==> config.mk <==
export PLATFORM = sky130hd
export DESIGN_NAME = oam_dma_engine
export DESIGN_NICKNAME = d
export VERILOG_FILES = /design/src/rtl/oam_dma_engine.sv
export SDC_FILE = /design/constraint.sdc
export NUM_CORES = 1
export LEC_CHECK = 0
export ABC_AREA = 1
export ABC_CLOCK_PERIOD_IN_PS = 1400
export BUFFER_PORTS_ARGS = -buffer_cell sky130_fd_sc_hd__buf_4
export CAP_MARGIN = 20
export CORE_MARGIN = 2
export CORE_UTILIZATION = 41
export CTS_CLUSTER_DIAMETER = 150
export DETAILED_ROUTE_END_ITERATION = 6
export GPL_ROUTABILITY_DRIVEN = 0
export PLACE_DENSITY = 0.76
export SLEW_MARGIN = 10
export SYNTH_ARGS = -nofsm -noshare
export SYNTH_HDL_FRONTEND = slang
export SYNTH_SLANG_ARGS = --single-unit
==> constraint.sdc <==
create_clock -name clk -period 1.4 [get_ports clk]
set_clock_uncertainty 0.05 [all_clocks]
set_input_delay 0.28 -clock clk [delete_from_list [all_inputs] [get_ports clk]]
set_output_delay 0.28 -clock clk [all_outputs]
set_load 0.005 [all_outputs]
==> src/rtl/oam_dma_engine.sv <==
// oam_dma_engine: OAM DMA controller.
// A CPU write to DMA_REG_ADDR (committed at t_cycle==11) latches the source
// page and starts a LEN-byte copy from {eff_hi, 8'h00} into OAM, one byte per
// M-cycle, after a one-M-cycle SETUP gap. The copy is read over the main memory
// bus and written out through a dedicated OAM write port.
// Optional build macro: DMA_ECHO_REMAP_EN maps source pages 0xE0..0xFF down by
// 0x20 onto work RAM (echo mirror). When it is undefined the page is used as-is.
//
// Handshake note: there is no valid/ready pair here. A register write is
// accepted unconditionally on the clk edge where t_cycle==11, cpu_wr==1 and
// cpu_addr==DMA_REG_ADDR, from any state. An accepted write during a copy
// restarts it. oam_wr is a one-clk strobe; the receiver must always accept it.
module oam_dma_engine #(
    parameter logic [15:0] DMA_REG_ADDR = 16'hFF46,
    parameter int          LEN          = 160
) (
    input  logic        clk,
    input  logic        rst,
    input  logic [1:0]  t_cycle,
    input  logic [15:0] cpu_addr,
    input  logic [7:0]  cpu_data,
    input  logic        cpu_wr,
    output logic [7:0]  reg_rd_data,
    input  logic [7:0]  mem_data_in,
    output logic [15:0] dma_addr,
    output logic        dma_rd,
    output logic        dma_active,
    output logic [7:0]  oam_addr,
    output logic [7:0]  oam_data,
    output logic        oam_wr,
    output logic [1:0]  dbg_state
);

    typedef enum logic [1:0] {
        IDLE  = 2'd0,
        SETUP = 2'd1,
        XFER  = 2'd2
    } state_t;

    localparam logic [7:0] LAST_IDX = 8'(LEN - 1);

    state_t     state;
    state_t     state_next;
    logic [7:0] idx;
    logic [7:0] idx_next;
    logic [7:0] src_hi;
    logic [7:0] eff_hi;
    logic [7:0] byte_latch;
    logic       commit;
    logic       m_end;

    assign commit    = (t_cycle == 2'b11) && cpu_wr && (cpu_addr == DMA_REG_ADDR);
    assign m_end     = (t_cycle == 2'b11);
    assign dbg_state = state;

`ifdef DMA_ECHO_REMAP_EN
    // Echo RAM pages (0xE0..0xFF) alias work RAM 0x20 pages lower.
    assign eff_hi = (src_hi >= 8'hE0) ? (src_hi - 8'h20) : src_hi;
`else
    assign eff_hi = src_hi;
`endif

    // State, byte index and source register; a commit always wins.
    always_ff @(posedge clk or negedge rst) begin
        if (!rst) begin
            state       <= IDLE;
            idx         <= 8'h00;
            src_hi      <= 8'h00;
            reg_rd_data <= 8'h00;
        end else begin
            state <= state_next;
            idx   <= idx_next;
            if (commit) begin
                src_hi      <= cpu_data;
                reg_rd_data <= cpu_data;
            end
        end
    end

    // Source byte is captured at the end of the second T-state of each XFER M-cycle.
    always_ff @(posedge clk or negedge rst) begin
        if (!rst) begin
            byte_latch <= 8'h00;
        end else if ((state == XFER) && (t_cycle == 2'b01)) begin
            byte_latch <= mem_data_in;
        end
    end

    // Next-state logic and bus/OAM outputs decoded from registered state.
    always_comb begin
        state_next = state;
        idx_next   = idx;
        dma_addr   = 16'h0000;
        dma_rd     = 1'b0;
        dma_active = 1'b0;
        oam_addr   = 8'h00;
        oam_data   = 8'h00;
        oam_wr     = 1'b0;

        case (state)
            IDLE: begin
                state_next = IDLE;
            end
            SETUP: begin
                if (m_end) begin
                    state_next = XFER;
                    idx_next   = 8'h00;
                end
            end
            XFER: begin
                dma_active = 1'b1;
                dma_addr   = {eff_hi, idx};
                dma_rd     = (t_cycle == 2'b00) || (t_cycle == 2'b01);
                oam_addr   = idx;
                oam_data   = byte_latch;
                oam_wr     = m_end;
                if (m_end) begin
                    if (idx == LAST_IDX) begin
                        state_next = IDLE;
                    end else begin
                        idx_next = idx + 8'd1;
                    end
                end
            end
            default: begin
                state_next = IDLE;
            end
        endcase

        // A register write restarts from SETUP, even on the final XFER write.
        if (commit) begin
            state_next = SETUP;
            idx_next   = 8'h00;
        end
    end

endmodule

==> results_dict.tcl, run 1 <==
set metrics [dict create \
    dr.pass1.iters 5 \
    post-route-util_pct 70.07 \
    ios 82 \
    start_kind "flip-flop" \
    finalHoldWorstSlack_ps 190.1 \
    final_cell_mix "buf_4 (99), nand2_1 (49), inv_1 (31)" \
    layout_commonest_cell "buf_4" \
    total_power_mw 2.199 \
    syn2layout_area_growth_pct 66.89 \
    clkLatencyLatePin_ps 270 \
    cts_sinks 26 \
    coreArea_um2 3943 \
    maxCapViolations 0 \
    cpPeakStageDelay_ps 370 \
    worst_slew_pin_slew_ps 386.9 \
    start_util_pct 41.99 \
    port_buffers 81 \
    synth_cell_types 28 \
    critical_path.top_delay_family "flip-flops" \
    r2r-start "dbg_state[1]" \
    grt_pass1_wl_um 7369 \
    synth_nets 270 \
    wirelength_um 4845 \
    switching_power_mw 0.7009 \
    cts_max_path_buffers 2 \
    seqCellArea_um2 650.6 \
    numCtsBuffers 3 \
    holdPathStages 3 \
    path_class "flip-flop to output port" \
    worst_hold_path.endpoint "eff_hi[2]" \
    drt-initial-drc-count 72 \
    path_cells "inv_2, nor2_4, buf_6, inv_6, nor2_4, buf_4" \
    clkSlewWorstSetupHoldPaths_ps 80 \
    syn_area_per_cell_um2 7.135 \
    hold_viol 0 \
    synth_warnings 0 \
    dp.cells 370 \
    cp_max_fo 4 \
    irDropWorstVdd_mv 0.6896 \
    fin_ws_ps -252.7 \
    syn_area_um2 1655 \
    reg2reg_setup_slack_ps -190 \
    slowest_stage "dfrtp_1" \
    p_per_area_nw_per_um2 795.9 \
    ant_nets 0 \
    ys.flop_type "dfrtp_1" \
    r2r-end "idx[5]" \
    crit_path_end_kind "output port" \
    grt_usage_pct 21.03 \
    critPathRequiredTime_ps 1070 \
    finalCritPeriodShare_pct 118.1 \
    ff2ff_path_depth 11 \
    grt_start_max_net_pins 27 \
    nFillCells 312 \
    hold_class "input port to flip-flop" \
    netlist_instances 232 \
    p_leak_nw 1.512 \
    multi_input_area_um2 983.4 \
    violations "negative setup slack" \
    grt_setup_unrepaired "true" \
    drc 0 \
    ys_seq_area_share_pct 39.30 \
    first_global_vias 1676 \
    switching_share_pct 31.88 \
    vias 1862 \
    final_cell_count_no_fill 384 \
    ctsHtreeMaxLevel 1 \
    nNetsFinal 374 \
    vias_per_cell 4.849 \
    dp_hpwl_um 3350 \
    antenna_cells 0 \
    tns_ps -8983 \
    synth_edf_count 0 \
    p_int_mw 1.498 \
    cts_tree "built" \
    maxSlewHeadroom_pct 74.01 \
    root_buffer "clkbuf_8" \
    setup_viol 45 \
    grt_antenna_before_repair 0 \
    critPathBufInv 4 \
    fp.dieH_um 67.54 \
    ys_seq_elements 26 \
    p_comb_share_pct 40.8 \
    die-area_um2 4562 \
    drive_gt1_share_pct 49.10 \
    path_common_cell "nor2_4" \
    synthArstFlopShare_pct 100.0 \
    seq_power_share_pct 40.6 \
    placed_area_um2 2430 \
    core.rowCount 23 \
    min_period_ps 1653 \
    fmax_mhz 605.1 \
    routedWlPerCell_um 12.62 \
    grt_overflow 0 \
    hp-start "cpu_data[2]" \
    status "finished, violations left" \
    dieWidth_um 67.54 \
    place_ws_ps -27.54 \
    critPathArrivalTime_ps 1320 \
    finalMaxSlewViolations 0 \
    fin_area_um2 2763 \
    p_clk_share_pct 18.6 \
]
flip-flops by register name (all words and copies together) (netlist names):
register,count
idx,8
eff_hi,8
byte_latch,8
dbg_state,2
kinds of logic after synthesis:
kind of cell    synth area share [%]
fa+ha+maj                     0.7557
xor+xnor                       1.058
compound gates                 3.326
buf+inv                        13.91
simple gates                   41.65
flops                          39.30
synthesized netlist by cell type (all sizes together) (2+ instances only):
library cell  count  area [um2]
inv              35       133.9
xor2              2       17.52
buf              12       92.59
nand4             6       43.79
nand3            27       152.7
nor2             49       220.2
nand2            59       252.7
dfrtp            26       650.6
a21oi            10       50.05
cell type report:
type                            instances  area share (%)
Multi-Input combinational cell        160           35.60
Timing Repair Buffer                  109           31.57
Sequential cell                        26           23.55
Inverter                               35           5.208
Tap cell                               50           2.264
Clock buffer                            3           1.495
Timing Repair inverter                  1          0.3170
per-layer routing:
layer	GRT usage, %	part of all wire [%]	vias to the layer above
met5	0	0	-
met1	27.33	41	855
met4	4.082	1.2	0
met3	3.500	6.4	8
li1	-	-	921
met2	36.76	51	78
tightest hold or removal path: cells and delay by family:
family,cells,cell delay (ps)
AND/OR/NAND/NOR,2,120
buffers and inverters,1,70
power groups by stage:
| stage | Clock [mW] | Combinational (mW) | Sequential [mW] |
|---|---|---|---|
| floorplan | 0 | 0.347 | 0.895 |
| global placement | 0 | 0.690 | 0.886 |
| detailed placement | 0 | 0.700 | 0.892 |
| CTS | 0.421 | 0.797 | 0.877 |
| global route | 0.447 | 0.977 | 0.902 |
| finish | 0.410 | 0.896 | 0.893 |
worst max path at each step:
stage                     cells past startpoint      endpoint         start
after floorplan                               6   oam_addr[7]  dbg_state[0]
after global placement                        8     eff_hi[0]   cpu_addr[5]
after detailed placement                      8     eff_hi[0]   cpu_addr[5]
after CTS                                     5  dma_addr[12]  dbg_state[0]
after global routing                          6        dma_rd  dbg_state[1]
final                                         6        dma_rd  dbg_state[1]
repair_timing:
item / CTS / global route
endpoints found under the hold margin: 26 / 0
setup buffers: 4 / 3
hold buffers: 1 / 0
endpoints found under the setup margin: 42 / 52
pin swaps: 2 / 9
gates resized for setup: 26 / 32
gates cloned: 1 / 2
No activity file was read; power rests on OpenSTA's default activity.
==> run 2, diff against run 1 <==
==> constraint.sdc (replaced) <==
create_clock -name clk -period 1.4 [get_ports clk]
set_clock_uncertainty 0.05 [all_clocks]
set_input_delay 0.14 -clock clk [delete_from_list [all_inputs] [get_ports clk]]
set_output_delay 0.14 -clock clk [all_outputs]
set_load 0.005 [all_outputs]
==> results_dict.tcl, run 2 (synthesized netlist as in run 1, its figures left out) <==
set metrics [dict create \
    crit_path_end_kind "output port" \
    grt_pass1_wl_um 6706 \
    cpPeakStageDelay_ps 420 \
    first_global_vias 1612 \
    slowest_stage "dfrtp_1" \
    finalCritPeriodShare_pct 106.8 \
    port_buffers 81 \
    grt_antenna_before_repair 0 \
    worstSetupEndpoint "oam_addr[1]" \
    p_leak_nw 1.462 \
    finalHoldWorstSlack_ps 42.88 \
    critPathLaunch "dbg_state[0]" \
    dp_hpwl_um 3242 \
    reg2reg_setup_slack_ps -20 \
    cts_max_path_buffers 2 \
    maxSlewHeadroom_pct 77.21 \
    hold_viol 0 \
    dieWidth_um 67.54 \
    fmax_mhz 669.0 \
    critPathArrivalTime_ps 1300 \
    setup_viol 42 \
    vias 1758 \
    cts_sinks 26 \
    start_util_pct 41.99 \
    min_period_ps 1495 \
    irDropWorstVdd_mv 0.4168 \
    drt-initial-drc-count 31 \
    total_power_mw 2.282 \
    critPathRequiredTime_ps 1210 \
    grt_setup_unrepaired "true" \
    status "finished, violations left" \
    clkLatencyLatePin_ps 270 \
    numCtsBuffers 3 \
    start_kind "flip-flop" \
    finalMaxSlewViolations 0 \
    drive_gt1_share_pct 44.17 \
    ant_nets 0 \
    critPathBufInv 3 \
    grt_start_max_net_pins 27 \
    dr.pass1.iters 4 \
    r2r-end "idx[6]" \
    ios 82 \
    ff2ff_path_depth 9 \
    syn2layout_area_growth_pct 57.37 \
    clkSlewWorstSetupHoldPaths_ps 90 \
    worst_slew_pin_slew_ps 341.8 \
    ctsHtreeMaxLevel 1 \
    core.rowCount 23 \
    hold_class "input port to flip-flop" \
    final_cell_mix "buf_4 (98), nand2_1 (53), inv_1 (31)" \
    path_cells "nor2_4, inv_4, buf_12, nor2_2, buf_4" \
    coreArea_um2 3943 \
    routedWlPerCell_um 11.16 \
    cts_tree "built" \
    violations "negative setup slack" \
    r2r-start "dbg_state[0]" \
    root_buffer "clkbuf_8" \
    cp_max_fo 9 \
    nNetsFinal 365 \
    drc 0 \
    fp.dieH_um 67.54 \
    grt_usage_pct 19.08 \
    antenna_cells 0 \
    vias_per_cell 4.676 \
    grt_overflow 0 \
    wirelength_um 4195 \
    fin_ws_ps -94.86 \
    maxCapViolations 0 \
    layout_commonest_cell "buf_4" \
    cp_num_cells 5 \
    die-area_um2 4562 \
    p_per_area_nw_per_um2 875.8 \
    critical_path.top_delay_family "flip-flops" \
    path_class "flip-flop to output port" \
]
## run 2: cell count changes in the layout (fill, tap and decap cells not counted), sizes merged
| cell | previous run | this run |
|---|---|---|
| buf | 108 | 102 |
| inv | 36 | 35 |
| nand2 | 61 | 59 |
| bufinv | 0 | 1 |
## run 2: worst min path at each step
stage          cells after the start         from  slack [ps]            end
2_1_floorplan                      0          rst        -210  byte_latch[0]
3_3_place_gp                       1          rst          20      eff_hi[4]
3_5_place_dp                       1          rst          20      eff_hi[4]
4_1_cts                            3  cpu_data[7]          40      eff_hi[7]
5_1_grt                            3  cpu_data[1]          50      eff_hi[1]
6_report                           3  cpu_data[7]          40      eff_hi[7]
## run 2: tightest hold or removal path, cell delays in order
cell and delay [ps]:
buf_4 80, nand3_1 60, nand2_1 60
## run 2: timing repair
item,4_1_cts,5_1_grt
endpoints found under the setup margin,41,51
gates resized for setup,32,7
buffers inserted,4,2
endpoints found under the hold margin,26,0
hold buffers,1,0
pin swaps,4,3
## run 2: power breakdown
part           total [mW]  internal, mW  switching (mW)
combinational       0.768         0.421           0.347
clock               0.620         0.382           0.238
sequential          0.893         0.827          0.0659
total                2.28          1.63           0.651
## run 2: per-layer routing
metal	GRT usage [%]	routed length (um)	vias up	part of all wire (%)
met4	5.357	82	0	2.0
met3	3.500	260	9	6.2
met5	0	0	-	0
li1	-	-	898	-
met2	35.29	2110	50	50
met1	22.26	1742	801	42
## run 2: layout make-up
cell class                 instances  area [um2]
clock inverter                     1       30.03
fill                             336        1338
sequential                        26       650.6
timing repair buffer             103       799.5
inverter                          35       141.4
clock buffer                       3       41.29
multi-input combinational        158       879.6
tap                               50       62.56
## run 2: metrics by stage
step	std cells	utilization, %	cell area, um2	setup TNS, ps	worst slack [ps]
finish	376	66.07	2605	-2823	-94.86
global route	376	66.07	2605	-6095	-180.7
CTS	374	64.90	2559	-1738	-65.96
detailed placement	365	59.41	2342	0	1.616
global placement	365	59.41	2342	0	51.72
floorplan	232	-	1655	-117.0	-39.01
